<file path="config.mk">
export PLATFORM = sky130hd
export DESIGN_NAME = neuron_mac
export DESIGN_NICKNAME = d
export VERILOG_FILES = /design/src/rtl/nn_pkg.sv /design/src/rtl/neuron_mac.sv
export SDC_FILE = /design/constraint.sdc
export NUM_CORES = 1
export LEC_CHECK = 0
export CELL_PAD_IN_SITES_DETAIL_PLACEMENT = 0
export CELL_PAD_IN_SITES_GLOBAL_PLACEMENT = 1
export CORE_MARGIN = 1
export CORE_UTILIZATION = 43
export CTS_BUF_LIST = sky130_fd_sc_hd__clkbuf_8
export DETAILED_ROUTE_END_ITERATION = 6
export PLACE_DENSITY_LB_ADDON = 0.1
export RECOVER_POWER = 100
export SLEW_MARGIN = 20
export SYNTH_ARGS = -nofsm -noshare
export SYNTH_HDL_FRONTEND = slang
export SYNTH_SLANG_ARGS = --single-unit
</file>
<file path="constraint.sdc">
create_clock -name clk -period 13.9 [get_ports clk]
set_input_delay 2.085 -clock clk [delete_from_list [all_inputs] [get_ports clk]]
set_output_delay 2.085 -clock clk [all_outputs]
set_load 0.02 [all_outputs]
</file>
<file path="src/rtl/nn_pkg.sv">
// nn_pkg: shared QM.QN constants, FSM state type and width/saturation helpers for the neuron layer.
package nn_pkg;

    localparam int Q_M = 6;
    localparam int Q_N = 10;

    typedef enum logic [1:0] {IDLE, MAC, DONE} state_t;

    function automatic int qw(input int qm, input int qn);
        return qm + qn;
    endfunction

    function automatic int acc_w(input int w, input int n);
        return 2 * w + $clog2(n + 1);
    endfunction

    // Clamp a sign-extended value into the signed range of a w-bit word.
    function automatic logic signed [63:0] sat_qmqn(input logic signed [63:0] v, input int w);
        logic signed [63:0] hi;
        logic signed [63:0] lo;
        hi = (64'sd1 <<< (w - 1)) - 64'sd1;
        lo = -hi - 64'sd1;
        return v > hi ? hi : v < lo ? lo : v;
    endfunction

endpackage

</file>
<file path="src/rtl/neuron_mac.sv">
// neuron_mac: serial multiply-accumulate computing sat(bias + sum x[i]*w[i]) in QM.QN,
// one product per cycle through a single shared multiplier.
module neuron_mac
    import nn_pkg::*;
#(
    parameter int N  = 2,
    parameter int QM = Q_M,
    parameter int QN = Q_N
) (
    input  logic                      clk,
    input  logic                      rst,
    input  logic                      in_valid,
    output logic                      in_ready,
    input  logic [N*qw(QM, QN)-1:0]   x,
    input  logic [N*qw(QM, QN)-1:0]   w,
    input  logic [qw(QM, QN)-1:0]     bias,
    output logic                      out_valid,
    input  logic                      out_ready,
    output logic [qw(QM, QN)-1:0]     sum
);

    localparam int W     = qw(QM, QN);
    localparam int ACC_W = acc_w(W, N);
    localparam int IW    = N > 1 ? $clog2(N) : 1;

    state_t                   state_q, state_d;
    logic [IW-1:0]            idx_q, idx_d;
    logic signed [ACC_W-1:0]  acc_q, acc_d;
    logic [W-1:0]             sum_q, sum_d;
    logic [N*W-1:0]           x_q, x_d, w_q, w_d;
    logic signed [W-1:0]      xs, ws;
    logic signed [2*W-1:0]    prod;
    logic                     last;

    assign in_ready  = state_q == IDLE;
    assign out_valid = state_q == DONE;
    assign sum       = sum_q;
    assign last      = idx_q == IW'(N - 1);
    assign prod      = xs * ws;

    always_comb begin
        xs = '0;
        ws = '0;
        for (int i = 0; i < N; i++) begin
            if (idx_q == IW'(i)) begin
                xs = x_q[i*W +: W];
                ws = w_q[i*W +: W];
            end
        end
    end

    always_comb begin
        state_d = state_q;
        idx_d   = idx_q;
        acc_d   = acc_q;
        sum_d   = sum_q;
        x_d     = x_q;
        w_d     = w_q;
        case (state_q)
            IDLE: if (in_valid) begin
                state_d = MAC;
                x_d     = x;
                w_d     = w;
                idx_d   = '0;
                acc_d   = ACC_W'($signed(bias)) <<< QN;
            end
            MAC: begin
                acc_d = acc_q + ACC_W'(prod);
                idx_d = last ? '0 : idx_q + IW'(1);
                if (last) begin
                    state_d = DONE;
                    // Result is registered on the final MAC edge so it is valid with out_valid.
                    sum_d   = W'(sat_qmqn(64'(acc_d >>> QN), W));
                end
            end
            DONE: state_d = out_ready ? IDLE : DONE;
            default: state_d = IDLE;
        endcase
    end

    always_ff @(posedge clk or posedge rst) begin
        if (rst) begin
            state_q <= IDLE;
            idx_q   <= '0;
            acc_q   <= '0;
            sum_q   <= '0;
            x_q     <= '0;
            w_q     <= '0;
        end else begin
            state_q <= state_d;
            idx_q   <= idx_d;
            acc_q   <= acc_d;
            sum_q   <= sum_d;
            x_q     <= x_d;
            w_q     <= w_d;
        end
    end

endmodule
</file>
# Word level (Yosys, flattened, before mapping)
# Cells that the tools add are included.
[totals] reg_bits=117 input_bits=84 out_inout_bits=18 wordCells=34
[classes] add_sub_neg=2 multipliers=1 n_lt_le_gt_ge=2 eq_ne=4 muxes=13 n_reduce_logical=6
[op_table] cell="$pmux W34 S2" count=1
[op_table] cell="$mux W16" count=4
[op_table] cell="$add A34 B32 Y34" count=1
[op_table] cell="$mux W34" count=1
[op_table] cell="$mul A16 B16 Y32" count=1
[op_table] cell="$gt A24 B16 Y1 const B" count=1
[op_table] cell="$lt A24 B16 Y1 const B" count=1
[op_table] cell="$reduce_and A2 Y1" count=4
[op_table] cell="$mux W2" count=3
[op_table] cell="$pmux W2 S3" count=1
[op_table] cell="$ne A2 B2 Y1 const B" count=2
[op_table] cell="$eq A2 B1 Y1 const B" count=1
[op_table] cell="$eq A2 B2 Y1 const B" count=1
[op_table] cell="$logic_not A2 Y1" count=1
[op_table] cell="$mux W1" count=2
[op_table] cell="$pmux W1 S2" count=1
[op_table] cell="$reduce_bool A2 Y1" count=1
[op_table] cell="$add A1 B1 Y1 const B" count=1

# Longest topological paths before layout
# Gate-level depths: netlist (run 1).
[depth] ltp_word=6 mapped_depth=28 ltp_nobuf=24

# Worst setup path before layout (run 1)
# Ideal clock, no wire load.
[synth_path] path_kind="reg-to-reg" start="reg idx_q" end="reg sum_q[10] (netlist: sum[10])" setup_time_ns=0.082 arrival_ns=7.476 required_ns=13.818 slack_ns=6.343 stages_incl_launch_ff=25 n_path_buf=4 synth_period_minus_slack_ns=7.557 cell_sequence="dfrtp_1 > buf_2 > buf_1 > clkbuf_1 > mux2i_1 > nor2_1 > fa_1 > fa_1 > fa_1 > fa_1 > fa_1 > inv_1 > fa_1 > inv_1 > ha_1 > a21oi_1 > o21ai_1 > or3_2 > o21ai_2 > a21oi_2 > or2_4 > nor4_4 > buf_6 > nand4_1 > a31oi_1"
[synth_via] elab_chain_cells=6 word_cells_on_any_way=9
[synth_rtl] item="start, declared" line="neuron_mac.sv:27" rtl="logic [IW-1:0] idx_q, idx_d;"
[synth_rtl] item="start signal, assigned" line="neuron_mac.sv:91" rtl="idx_q <= idx_d;"
[synth_rtl] item="$mux W16" line="neuron_mac.sv:45" rtl="if (idx_q == IW'(i)) begin"
[synth_rtl] item="$mul A16 B16 Y32" line="neuron_mac.sv:39" rtl="assign prod = xs * ws;"
[synth_rtl] item="$add A34 B32 Y34" line="neuron_mac.sv:68" rtl="acc_d = acc_q + ACC_W'(prod);"
[synth_rtl] item="$lt A24 B16 Y1" line="nn_pkg.sv:23" rtl="return v > hi ? hi : v < lo ? lo : v;"
[synth_rtl] item="$mux W16 (2 in series)" line="nn_pkg.sv:23"
[synth_rtl] item="end signal, assigned" line="neuron_mac.sv:93" rtl="sum_q <= sum_d;"
[synth_rtl] item="end, declared" line="neuron_mac.sv:29" rtl="logic [W-1:0] sum_q, sum_d;"
# Parallel ways exist; a longest one is shown, timed or not.
# A chain may end at the register's enable or synchronous reset.

# Final worst setup path (run 1)
[layout_path] start="reg idx_q" end="reg sum_q[6] (netlist: sum[6])"
# The elaborated chain is that of the path after synthesis.

==> results by group, run 1 <==
Outcome
  • Status: finished with violations
  • Failing checks: capacitance limit, slew limit

Yosys
  • Simple-gate portion of the synthesized area: 0.113
  • Post-synthesis adder-cell area fraction: 0.444
  • Syn. warnings: 0
  • Mux cell area share after synthesis: 0.0880
  • Cell taking the most area after synthesis: fa_1
  • Post-Syn Area per Cell: slightly below 10 sq um
  • Netlist cell types: 74
  • Sequential share of the synthesized area: 0.176
  • Top cells by area, synth: fa_1, dfrtp_1, inv_1
  • Mapped Area: roughly 0.017 sq mm
  • Async set or reset register ratio after synthesis: 1.00
  • Post-synthesis xor/xnor area fraction: 0.0168
  • Complex-gate fraction of the synthesized area: 0.0684
  • #FFs+latches synth: around 120
  • Predominant post-synthesis flop cell: dfrtp_1
  • Number of flops mapped to enable cells by yosys: 0
  • Mapped Nets: 2185
  • Gate Count Post-Synth: 1694
  • Largest family of logic cells by synthesized area: adder cells
  • Synth top area share: 0.367

GRT
  • Vias in the first global route: 12800
  • Gr usage total: 0.248
  • Largest net degree at the start of global routing: 66
  • First-pass GRT wire length: 73.2 mm
  • Grt ovf: 0
  • Initial antenna violation count: 1

Setup path
  • Worst reg2reg startpoint: idx_q
  • CP Max Fanout: 48
  • Worst path required time: 14.32 ns
  • Setup CP Type: reg2reg
  • Worst setup EP type: flip-flop
  • Worst Path Arrival: 11.46 ns
  • R2R Setup Slk: about 2.9 ns
  • Worst Setup Start Kind: flip-flop
  • RR Endpoint: sum[6]
  • Reg2reg path depth: 20

Placed design
  • Routability congestion estimate from global placement: 0.877
  • Port-buffer cells: 101
  • DP Wirelength: 37.2 mm
  • Placed insts: between 2000 and 2500

STA
  • Setup violators final: 0
  • Rel. slew slack: -1.35
  • Clock skew: 0.0282 ns
  • Max Freq: 90.6 MHz
  • RSZ-0062 raised after global routing: false
  • Setup TNS: 0 ns
  • Worst-Margin Slew: approximately 3.5 ns
  • Min cycle time layout: 11.04 ns
  • Tcrit/Tclk final: 0.794
  • Final Hold Fails: 0
  • Pins over their slew limit: 255

Clocking
  • Reg clk slew, reported paths: 0.11 ns
  • Clk sinks: 117
  • Root buffer cell: clkbuf_8
  • Max clock buf depth: 2
  • # hold bufs at CTS: 0
  • TritonCTS clock tree: built
  • Setup bufs post-CTS: 0
  • H-tree depth: 4
  • Clock Latency Late Sink: 0.52 ns
  • Post-cts gate resize count: 0
  • TritonCTS Buffers: 17

Cells and area
  • Number of fill cells: ~3600
  • Nets@finish: 2268
  • Syn-to-layout area delta: 11.1%
  • Area occupied by multi-input gates: ~0.012 sq mm
  • Reg area: 0.00293 sq mm
  • Layout cells sized above 1: 0.0916
  • Non-filler cells, final: 2302

Min path
  • Hold path start: sum[15]
  • WHS Endpoint: sum[15]
  • Worst hold stages: 2
  • HP Class: reg2reg

Route
  • Final WL: 45.2 mm
  • Drt wl/cell: approximately 20 um
  • Pre-antenna DRT Iters: 5
  • Vias per cell: 5.16
  • DRC: 0
  • Initial DRC Count: 753
  • Vias after detailed routing: around 12000
  • Routed Antenna Nets: 0

Floorplan
  • Cell row count: 71
  • Initial Util: 0.440
  • Number of placed I/O pins: 102
  • Chip width: 199 um
  • Die height: 199 um
  • Die area: 0.0395 sq mm
  • Core area: 0.0378 sq mm

Job
  • Max_cap viols: 7
[stage by stage]
stage | hold slack [ns] | area, sq um | setup WS (ns) | util
6_report | 0.492 | 18500 | 2.86 | 0.489
5_1_grt | 0.532 | 18500 | 2.26 | 0.489
3_3_place_gp | 0.467 | 18200 | 4.86 | 0.481
3_5_place_dp | 0.482 | 18200 | 4.71 | 0.481
4_1_cts | 0.507 | 18600 | 4.66 | 0.491
2_1_floorplan | 0.468 | 16600 | 6.34 | -
[registers in the layout, summed over array words and instances (netlist names)]
signal / flops
x_q: 32
sum: 16
idx_q: 1
acc_q: 34
w_q: 32
state_q: 2
[cell families after synthesis]
logic type	Yosys count
muxes	134
xor gates and xnor gates	32
DFF	117
adders and majority gates	407
buffers and inverters	408
and+or+nand+nor	428
AOI/OAI and AO/OA	168
[worst max path at each step]
| stage | from | endpoint | slack (ns) | cells after the start |
|---|---|---|---|---|
| floorplan | idx_q | sum[10] | 6.34 | 24 |
| global placement | idx_q | sum[8] | 4.86 | 21 |
| detailed placement | idx_q | sum[10] | 4.71 | 21 |
| CTS | idx_q | sum[6] | 4.66 | 21 |
| global route | idx_q | sum[7] | 2.26 | 20 |
| finish | idx_q | sum[6] | 2.86 | 20 |
[critical path, cell delays in order (launching register included)]
cell and delay (ns):
dfrtp_1 0.69, buf_4 0.69, mux2i_1 1.70, nor2_1 0.96, ha_1 0.61, fa_1 0.54
fa_1 0.45, fa_1 0.54, inv_1 0.05, fa_1 0.48, inv_1 0.04, ha_1 0.36
a21oi_1 0.28, o21ai_1 0.20, or3_2 0.45, o21ai_0 0.33, a21oi_1 0.23, o211a_1 0.27
o211ai_1 1.20, o22ai_2 0.52, a31oi_1 0.29
[synthesized netlist by cell type, types with 3 or more instances]
cell type / instances
a31oi_1: 19
ha_1: 102
o21ai_0: 35
mux2_2: 88
a311oi_1: 4
and3_1: 6
xor2_1: 10
a21oi_1: 46
buf_2: 8
o22ai_1: 7
nand2_1: 167
buf_4: 3
a211oi_1: 4
or2_2: 11
and4_1: 4
buf_1: 7
and2_1: 8
dfrtp_1: 117
fa_1: 305
nor2b_1: 3
xnor2_1: 22
nand3_1: 4
clkbuf_1: 36
o211ai_1: 4
nor2_1: 174
mux2i_1: 45
inv_1: 351
nor3_1: 7
nand2b_1: 10
nand4_1: 17
a21o_1: 14
[layout by cell type, fill, tap and decap left out, types with 18 or more instances in the layout]
master             n
a21oi_1           47
a31oi_1           19
buf_4             18
clkbuf_8          18
clkdlybuf4s50_1   80
dfrtp_1          117
dlygate4sd3_1     21
fa_1             305
ha_1             102
inv_1            350
mux2_2            88
mux2i_1           45
nand2_1          167
nand4_1           18
nor2_1           176
o21ai_0           36
xnor2_1           22
[layout make-up]
type,count,share of cell area
diodes,1,0.000135
clock buffers,18,0.0134
clock inverters,14,0.00785
inverters,351,0.0713
multi-input cells,1169,0.652
flip-flops and latches,117,0.158
well taps,511,0.0346
repair buffers,121,0.0624
[per-layer routing]
| layer | routed length, um | global-route usage | up-vias | part of all wire |
|---|---|---|---|---|
| li1 | - | - | 5456 | - |
| met1 | 21200 | 0.353 | 6099 | 0.47 |
| met2 | 20800 | 0.389 | 271 | 0.46 |
| met3 | 2330 | 0.0470 | 50 | 0.052 |
| met4 | 843 | 0.0655 | 0 | 0.019 |
| met5 | 0 | 0 | - | 0 |
Power of run 1 is left out: the tool's default activity adds up to more than one toggle a clock period on the data nets, which glitch-free logic cannot reach.
==> run 2: changes to the inputs <==
clock period = 10.9 ns   (was 13.9 ns; I/O delays follow)
==> results by group, run 2 (synthesized netlist as in run 1, its figures left out) <==
Outcome
  • Status: finished with violations
  • Failing checks: capacitance limit, slew limit

Cells and area
  • Most frequent cells in the layout: inv_1, fa_1, nor2_1
  • Layout Utilization: 0.490 (+0.00106)
  • Largest register by flop count: acc_q
  • Syn-to-layout area delta: 11.4%
  • Diode count: 0 (-1)
  • Commonest non-fill, non-tap cell in the layout: inv_1
  • Nets@finish: 2264 (-0.18%)
  • Layout cells sized above 1: 0.0952 (+0.00356)
  • Max reg flops: 34 (unchanged)
  • Top Registers: acc_q x34, w_q x32, x_q x32

GRT
  • First-pass GRT wire length: 73.2 mm (+0.11%)
  • Initial antenna violation count: 1 (unchanged)
  • Vias in the first global route: 12500 (-1.8%)
  • Grt ovf: 0 (unchanged)
  • Largest net degree at the start of global routing: 73 (+11%)
  • Gr usage total: 0.250 (+0.00107)

Setup path
  • Worst reg2reg startpoint: idx_q
  • Setup CP Type: reg2reg
  • CP Max Fanout: 32 (-33%)
  • Worst setup EP type: flip-flop
  • R2R Setup Slk: 1.47 ns (-1.39 ns)
  • Worst path required time: 11.32 ns (-3.00 ns)
  • Worst Path Arrival: 9.84 ns (-1.62 ns)
  • Reg2reg path depth: 22 (+10%)
  • Worst Setup Start Kind: flip-flop
  • RR Endpoint: sum[9]

Floorplan
  • Die height: 199 um (unchanged)
  • Die area: 0.0395 sq mm (unchanged)
  • Chip width: 199 um (unchanged)
  • Core area: 0.0378 sq mm (unchanged)
  • Initial Util: 0.440 (unchanged)
  • Cell row count: 71 (unchanged)
  • Number of placed I/O pins: 102 (unchanged)

Clocking
  • Post-cts gate resize count: 0 (unchanged)
  • Clock Latency Late Sink: 0.51 ns (about the same)
  • Max clock buf depth: 2 (unchanged)
  • Clk sinks: 117 (unchanged)
  • Reg clk slew, reported paths: 0.09 ns (-0.02 ns)
  • Root buffer cell: clkbuf_8
  • TritonCTS Buffers: 17 (unchanged)
  • Setup bufs post-CTS: 0 (unchanged)
  • H-tree depth: 4 (unchanged)
  • # hold bufs at CTS: 0 (unchanged)
  • TritonCTS clock tree: built

Route
  • Drt wl/cell: 19.8 um (+0.51%)
  • Final WL: 45.4 mm (+0.29%)
  • DRC: 0 (unchanged)
  • Routed Antenna Nets: 0 (unchanged)
  • Initial DRC Count: 831 (+10%)
  • Vias after detailed routing: 11900 (+0.12%)
  • Vias per cell: 5.18 (+0.34%)
  • Pre-antenna DRT Iters: 4 (-1)

STA
  • Tcrit/Tclk final: 0.865 (+0.0706)
  • Worst-Margin Slew: 3.49 ns (-0.0360 ns)
  • Max Freq: 106 MHz (+17%)
  • RSZ-0062 raised after global routing: false
  • Setup violators final: 0 (unchanged)
  • Pins over their slew limit: 251 (-1.6%)
  • Final Hold Fails: 0 (unchanged)
  • Rel. slew slack: -1.33 (+0.0240)
  • Min cycle time layout: 9.43 ns (-1.61 ns)
  • Setup TNS: 0 ns (unchanged)
  • Clock skew: 0.0202 ns (-0.00804 ns)

Min path
  • HP Class: reg2reg
  • WHS Endpoint: sum[15]
  • Worst hold stages: 2 (unchanged)
  • Hold path start: sum[15]

Placed design
  • Port-buffer cells: 101 (unchanged)
  • Routability congestion estimate from global placement: 0.892 (+1.8%)
  • DP Wirelength: 37.1 mm (-0.30%)

Job
  • Max_cap viols: 5 (-2)
## run 2: final cells by class
cell class | instances | area [sq um]
Timing Repair Buffer | 117 | 1140
Inverter | 351 | 1320
Multi-Input combinational cell | 1169 | 12100
Tap cell | 511 | 639
Sequential cell | 117 | 2930
Clock buffer | 17 | 234
Clock inverter | 15 | 155
Fill cell | 3607 | 19300
## run 2: how the worst max path moves through the flow
stage / startpoint / slack, ns / to
detailed placement: idx_q / 2.17 / sum[0]
finish: idx_q / 1.47 / sum[9]
global placement: idx_q / 2.20 / sum[1]
floorplan: idx_q / 3.34 / sum[10]
global route: idx_q / 0.91 / sum[0]
CTS: idx_q / 2.14 / sum[0]
## run 2: worst max-delay path, cell delays in order, from the launching register on
cell	delay, ns
dfrtp_1	1.40
buf_12	0.33
mux2_1	0.52
nand2_1	0.21
inv_1	0.08
fa_1	0.61
fa_1	0.87
fa_1	0.52
fa_1	0.50
fa_1	0.50
inv_1	0.06
fa_1	0.48
inv_1	0.05
ha_1	0.55
nand4_1	0.21
nor3_1	0.30
a21oi_1	0.13
and4b_1	0.25
a2111oi_2	0.45
nand3_1	0.19
nor4_4	0.69
nand4_1	0.17
a31oi_1	0.24
## run 2: routing by layer
layer / wire length [um] / share of wire / GRT usage / vias to the layer above
li1: - / - / - / 5447
met1: 21600 / 0.48 / 0.363 / 6121
met2: 20900 / 0.46 / 0.386 / 270
met3: 1920 / 0.042 / 0.0366 / 52
met4: 1020 / 0.023 / 0.0715 / 0
met5: 0 / 0 / 0 / -
## run 2: per-stage QoR
stage	hold slack [ns]	setup slack, ns	instances	area, sq um
after floorplan	0.468	3.34	1694	16600
after global placement	0.488	2.20	2265	18200
after detailed placement	0.474	2.17	2265	18200
after CTS	0.504	2.14	2297	18600
after global routing	0.538	0.908	2297	18500
final	0.497	1.47	2297	18500
Power of run 2 is left out for the same reason.
